`src/rtl/fetch_pc_unit.sv`:
```
// Instruction fetch: owns the fetch PC, issues one imem request at a time and
// fills the IF/ID register, with a one-entry skid for responses that arrive under stall.
module fetch_pc_unit #(
  parameter logic [31:0] RESET_PC = 32'h0000_0000,
  parameter int unsigned PC_INC   = 4
) (
  input  logic        clk,
  input  logic        rst,
  input  logic        redirect_valid,
  input  logic [31:0] redirect_pc,
  input  logic        stall,
  output logic        imem_req,
  output logic [31:0] imem_addr,
  input  logic        imem_gnt,
  input  logic        imem_rvalid,
  input  logic [31:0] imem_rdata,
  output logic [31:0] if_pc,
  output logic [31:0] if_instr,
  output logic        if_valid
);

  localparam logic [31:0] NOP = 32'h0000_0013;
  localparam logic [31:0] INC = 32'(PC_INC);

  typedef enum logic [1:0] {S_REQ, S_WAIT, S_HOLD} state_e;

  state_e      state_q, state_d;
  logic [31:0] pc_q, pc_d;
  logic [31:0] inflight_q, inflight_d;
  logic        drop_q, drop_d;
  logic [31:0] skid_pc_q, skid_pc_d;
  logic [31:0] skid_instr_q, skid_instr_d;
  logic [31:0] if_pc_q, if_pc_d;
  logic [31:0] if_instr_q, if_instr_d;
  logic        if_valid_q, if_valid_d;
  logic        load_en;
  logic [31:0] load_pc, load_instr;

  always_comb begin
    state_d      = state_q;
    pc_d         = pc_q;
    inflight_d   = inflight_q;
    drop_d       = drop_q;
    skid_pc_d    = skid_pc_q;
    skid_instr_d = skid_instr_q;
    if_pc_d      = if_pc_q;
    if_instr_d   = if_instr_q;
    if_valid_d   = if_valid_q;
    load_en      = 1'b0;
    load_pc      = inflight_q;
    load_instr   = imem_rdata;

    if (redirect_valid) begin
      // Redirect beats stall; anything fetched from the old path is wrong-path.
      pc_d       = redirect_pc & ~32'h3;
      if_valid_d = 1'b0;
      unique case (state_q)
        S_REQ: begin
          if (imem_gnt) begin
            inflight_d = pc_q;
            drop_d     = 1'b1;
            state_d    = S_WAIT;
          end
        end
        S_WAIT: begin
          if (imem_rvalid) begin
            drop_d  = 1'b0;
            state_d = S_REQ;
          end else begin
            drop_d = 1'b1;
          end
        end
        S_HOLD:  state_d = S_REQ;
        default: state_d = S_REQ;
      endcase
    end else begin
      unique case (state_q)
        S_REQ: begin
          if (imem_gnt) begin
            inflight_d = pc_q;
            pc_d       = pc_q + INC;
            state_d    = S_WAIT;
          end
        end
        S_WAIT: begin
          if (imem_rvalid) begin
            if (drop_q) begin
              drop_d  = 1'b0;
              state_d = S_REQ;
            end else if (!stall) begin
              load_en    = 1'b1;
              load_pc    = inflight_q;
              load_instr = imem_rdata;
              state_d    = S_REQ;
            end else begin
              skid_pc_d    = inflight_q;
              skid_instr_d = imem_rdata;
              state_d      = S_HOLD;
            end
          end
        end
        S_HOLD: begin
          if (!stall) begin
            load_en    = 1'b1;
            load_pc    = skid_pc_q;
            load_instr = skid_instr_q;
            state_d    = S_REQ;
          end
        end
        default: state_d = S_REQ;
      endcase

      // Unstalled IF/ID either takes a new instruction or its entry is consumed.
      if (!stall) begin
        if (load_en) begin
          if_pc_d    = load_pc;
          if_instr_d = load_instr;
          if_valid_d = 1'b1;
        end else begin
          if_valid_d = 1'b0;
        end
      end
    end
  end

  always_ff @(posedge clk) begin
    if (rst) begin
      state_q    <= S_REQ;
      pc_q       <= RESET_PC;
      drop_q     <= 1'b0;
      if_valid_q <= 1'b0;
      if_pc_q    <= 32'h0;
      if_instr_q <= NOP;
    end else begin
      state_q    <= state_d;
      pc_q       <= pc_d;
      drop_q     <= drop_d;
      if_valid_q <= if_valid_d;
      if_pc_q    <= if_pc_d;
      if_instr_q <= if_instr_d;
    end
  end

  always_ff @(posedge clk) begin
    inflight_q   <= inflight_d;
    skid_pc_q    <= skid_pc_d;
    skid_instr_q <= skid_instr_d;
  end

  assign imem_req  = (state_q == S_REQ) && !rst;
  assign imem_addr = pc_q;
  assign if_pc     = if_pc_q;
  assign if_instr  = if_instr_q;
  assign if_valid  = if_valid_q;

endmodule

```
`config.mk`:
```
export PLATFORM = sky130hd
export DESIGN_NAME = fetch_pc_unit
export DESIGN_NICKNAME = d
export VERILOG_FILES = /design/src/rtl/fetch_pc_unit.sv
export SDC_FILE = /design/constraint.sdc
export NUM_CORES = 1
export LEC_CHECK = 0
export CAP_MARGIN = 40
export CORE_ASPECT_RATIO = 0.9
export CORE_UTILIZATION = 50
export CTS_BUF_LIST = sky130_fd_sc_hd__clkbuf_8 sky130_fd_sc_hd__clkbuf_16
export CTS_CLUSTER_SIZE = 40
export DETAILED_ROUTE_END_ITERATION = 8
export PLACE_DENSITY = 0.82
export SLEW_MARGIN = 15
export SYNTH_ARGS = -nofsm -noshare
export SYNTH_HDL_FRONTEND = slang
export SYNTH_SLANG_ARGS = --single-unit
export TNS_END_PERCENT = 20
```
`constraint.sdc`:
```
create_clock -name clk -period 3.8 [get_ports clk]
set_clock_uncertainty 0.15 [all_clocks]
set_input_delay 0.57 -clock clk [delete_from_list [all_inputs] [get_ports clk]]
set_output_delay 0.57 -clock clk [all_outputs]
set_load 0.005 [all_outputs]
```
==> tab_implementation.tex <==
\begin{tabular}{lr}
\hline
Metric & Value \\
\hline
\multicolumn{2}{l}{\textbf{Finish}} \\
Share of final-layout standard cells stronger than drive strength 1 & 6.38\% \\
Final Non-Filler Cells & 997 \\
Fill cell instance count of the final layout & about 1.1k \\
Antenna Cells & 0 \\
Layout Area Growth over Synthesis & 31.3\% \\
Area of all placed cells without fillers & 9920 µm² \\
Post-layout nets & 861 \\
Finished Core Util & just under 70\% \\
\multicolumn{2}{l}{\textbf{Power}} \\
Peak VDD IR & 0.310 mV \\
Psw & a little under 1000 µW \\
Design internal power & between 3000 and 4000 µW \\
Sequential Power Share & 52.3\% \\
Final Total Pwr & roughly 4400 µW \\
Net switching share of the total power & 22.2\% \\
Pwr per Cell Area & about 440 nW/µm² \\
Share of total power in the clock network & slightly below 40\% \\
Logic pwr share & 7.9\% \\
Total leakage power & 0.00316 µW \\
\multicolumn{2}{l}{\textbf{GRT}} \\
Via count of the first global-routing pass & between 5k and 6k \\
Antenna violations before repair & 0 \\
Final global-route overflow total & 0 \\
Overall Global Routing Usage & between 20\% and 30\% \\
Pin count of the biggest net entering global routing & 62 \\
First-pass GRT wire length & 28.2 mm \\
\multicolumn{2}{l}{\textbf{Placed design}} \\
Last weighted congestion value of the routability-driven placer & 0.892 \\
HPWL after detailed placement & 11.8 mm \\
Placement Cell Area & slightly above 9000 µm² \\
Port Buffers & 161 \\
Dpl cells & 966 \\
\multicolumn{2}{l}{\textbf{Critical path}} \\
Critical R2R Launch & state\_q[0]\$\_SDFFE\_PP0P\_ \\
CP Launch Type & flop \\
Register-to-register setup slack & 1.11 ns \\
Crit. End Element & flop \\
Worst path arrival time & between 2 and 3 ns \\
Number of cells on the worst reg-to-reg path & 6 \\
Crit. Startpoint & state\_q[0]\$\_SDFFE\_PP0P\_ \\
Worst r2r dst & if\_pc[17]\$\_SDFFE\_PP0P\_ \\
Required time of the critical path & 3.98 ns \\
Crit path kind & reg -> reg \\
Maximum fanout along the worst path & 61 \\
\multicolumn{2}{l}{\textbf{Route}} \\
DRT iter0 DRCs & 373 \\
Number of remaining DRC errors & 0 \\
Detailed-route wire length per cell & 17.5 µm \\
Total iterations of the first detailed-routing run & 4 \\
Antenna-violating nets left & 0 \\
Post-DR vias/cell & 5.68 \\
Total number of vias & 5663 \\
Total wirelength of the detailed-routed design & 17.4 mm \\
\multicolumn{2}{l}{\textbf{CTS}} \\
Number of clock buffers inserted by TritonCTS & 17 \\
H-tree depth reported by CTS & 4 \\
TritonCTS clock tree & done \\
CTS Hold Buffers Added & 0 \\
Setup Fix Bufs, Post-CTS & 0 \\
Count of instances resized after the clock tree is built & 0 \\
Clock latency on the worst-skew pair & 0.43 ns \\
Register clock-pin slew on the reported worst setup and hold paths & 0.06 ns \\
Clk sink count & 188 \\
Root Buffer & clkbuf\_16 \\
Max Buffers Root-to-Sink & 2 \\
\multicolumn{2}{l}{\textbf{Status}} \\
Run status & complete, no violations \\
\multicolumn{2}{l}{\textbf{Synthesis}} \\
Flip-flop cell with the highest count after synthesis & dfxtp\_1 \\
Number of unique standard cell types used by synthesis & 56 \\
Count of flip-flops with a built-in enable after synthesis & 92 \\
Average size of a mapped cell & 11.8 µm² \\
Post-synthesis instance area & 7560 µm² \\
Yosys Warn Count & 0 \\
Register bit count reported by yosys & 188 \\
Cell count after synthesis & 639 \\
Register area share after synthesis & 62.0\% \\
Async set or reset register ratio after synthesis & 0\% \\
\multicolumn{2}{l}{\textbf{Die}} \\
Top-level port count & $\sim$170 \\
Initial standard-cell utilization of the core & between 50\% and 60\% \\
Die Area & between 15000 and 20000 µm² \\
Number of rows created at floorplan & 42 \\
Core region area & 14700 µm² \\
Horizontal die dimension & 132 µm \\
Die height & 119 µm \\
\multicolumn{2}{l}{\textbf{Job}} \\
Max cap viols & 0 \\
\multicolumn{2}{l}{\textbf{STA}} \\
Shortest clock period the worst path allows after layout & 2.69 ns \\
Number of failing hold endpoints at the final stage & 0 \\
Setup-violating endpoint count in the final report & 0 \\
Slew Limit Fails & 0 \\
Fmax & about 370 MHz \\
Setup TNS & 0 ns \\
Unrepaired setup endpoints after global routing & no \\
Worst-case headroom to the max-slew limit & 49.0\% \\
Final worst-path cycle share & between 70\% and 80\% \\
Actual transition at the worst max-transition pin & 0.758 ns \\
\multicolumn{2}{l}{\textbf{Worst hold path}} \\
Hold crit path type & reg -> reg \\
Startpoint of the tightest hold check path & inflight\_q[26]\$\_DFFE\_PP\_ \\
Min-Delay Endpoint & skid\_pc\_q[26]\$\_DFFE\_PP\_ \\
Worst hold stages & 0 \\
\hline
\end{tabular}
-- power by group through the flow --
stage	clock network (µW)	logic [µW]	registers, µW
after CTS	1760	344	2280
after floorplan	0	159	2300
after global placement	0	329	2310
after detailed placement	0	340	2320
after global routing	1840	371	2290
final	1740	343	2280
-- critical path: stages, from the launching register on --
cell	delay (ns)
dfxtp_1	0.33
inv_1	0.12
ha_4	0.57
o211a_4	0.72
buf_12	0.32
nor2_1	0.09
a211oi_1	0.24
-- cells in the mapped netlist, types with 3 or more instances --
cell type  number  area [µm²]
dfxtp_1        96        1920
edfxtp_1       92        2760
nor2_1         91         342
a211oi_1       69         518
mux2i_1        62         621
clkbuf_1       30         113
nand2_1        22        82.6
inv_1          15        56.3
nand3_1        13        65.1
nand4_1        13        81.3
a311oi_1       11        96.3
a21oi_1        10        50.1
buf_1           9        33.8
nor4_1          9        56.3
o21ai_0         8        40.0
or4_1           6        45.0
xnor2_1         6        52.6
o31ai_1         5        37.5
xor2_1          5        43.8
a2111oi_0       4        35.0
buf_4           4        30.0
ha_1            4        50.1
nor3_1          4        20.0
nor3b_1         4        30.0
a211o_1         3        26.3
and4_1          3        26.3
and4_2          3        30.0
nor2b_1         3        18.8
or3_1           3        18.8
-- layout by cell type (no fill, tap or decap), types with 3 or more instances in the layout --
master | synthesis | final
a2111oi_0 | 4 | 4
a211o_1 | 3 | 3
a211oi_1 | 69 | 69
a21oi_1 | 10 | 10
a311oi_1 | 11 | 11
and4_1 | 3 | 3
and4_2 | 3 | 3
buf_4 | 4 | 9
clkbuf_16 | 0 | 17
clkdlybuf4s50_1 | 0 | 160
clkinv_2 | 0 | 3
conb_1 | 1 | 4
dfxtp_1 | 96 | 96
edfxtp_1 | 92 | 92
ha_1 | 4 | 3
inv_1 | 15 | 18
mux2i_1 | 62 | 62
nand2_1 | 22 | 22
nand3_1 | 13 | 13
nand4_1 | 13 | 13
nor2_1 | 91 | 91
nor2b_1 | 3 | 3
nor3_1 | 4 | 4
nor3b_1 | 4 | 4
nor4_1 | 9 | 9
o21ai_0 | 8 | 8
o31ai_1 | 5 | 5
or3_1 | 3 | 3
or4_1 | 6 | 6
xnor2_1 | 6 | 6
xor2_1 | 5 | 5
-- layout make-up --
cell class | count | area (µm²) | area share (%)
Timing Repair Buffer | 170 | 1690 | 17.0
Sequential cell | 188 | 4680 | 47.2
Multi-Input combinational cell | 394 | 2670 | 26.9
Inverter | 16 | 60.1 | 0.605
Clock buffer | 19 | 453 | 4.56
Clock inverter | 12 | 123 | 1.24
Tap cell | 198 | 248 | 2.50
-- cells by family (layout without fill, tap and decap cells) --
kind of cell    count (synthesis)  in the layout  share of synthesized area [%]
fa+ha+maj                       4              4                          0.662
other cells                     1              4                         0.0496
mux                            62             62                           8.21
compound gates                123            123                           12.0
simple gates                  190            190                           12.6
flops                         188            188                           62.0
buf+inv                        60            217                           3.19
xor+xnor                       11             11                           1.27
-- per-layer routing --
layer	wire (µm)	track usage [%]	vias to the layer above
li1	-	-	2704
met5	0	0	-
met1	7420	28.7	2732
met3	1310	6.26	19
met2	8450	38.2	208
met4	269	8.43	0
-- how the worst max path moves through the flow --
stage,end,slack [ns],cells after the start
floorplan,skid_instr_q[0]$_DFFE_PP_,0.57,4
global placement,imem_addr[24]$_SDFFE_PP0P_,0.84,5
detailed placement,imem_addr[24]$_SDFFE_PP0P_,0.79,5
CTS,if_pc[17]$_SDFFE_PP0P_,1.11,6
global route,if_pc[21]$_SDFFE_PP0P_,0.94,6
finish,if_pc[17]$_SDFFE_PP0P_,1.11,6
-- registers in the layout (all words and copies together) (netlist names) --
register	count
drop_q	1
if_instr	32
if_pc	30
if_valid	1
imem_addr	30
inflight_q	30
skid_instr_q	32
skid_pc_q	30
state_q	2
-- stage by stage --
stage	hold WS (ns)	setup slack, ns
floorplan	0.276	0.568
global placement	0.285	0.836
detailed placement	0.287	0.787
CTS	0.302	1.11
global route	0.314	0.936
finish	0.303	1.11
(Power assumes the default switching activity.)
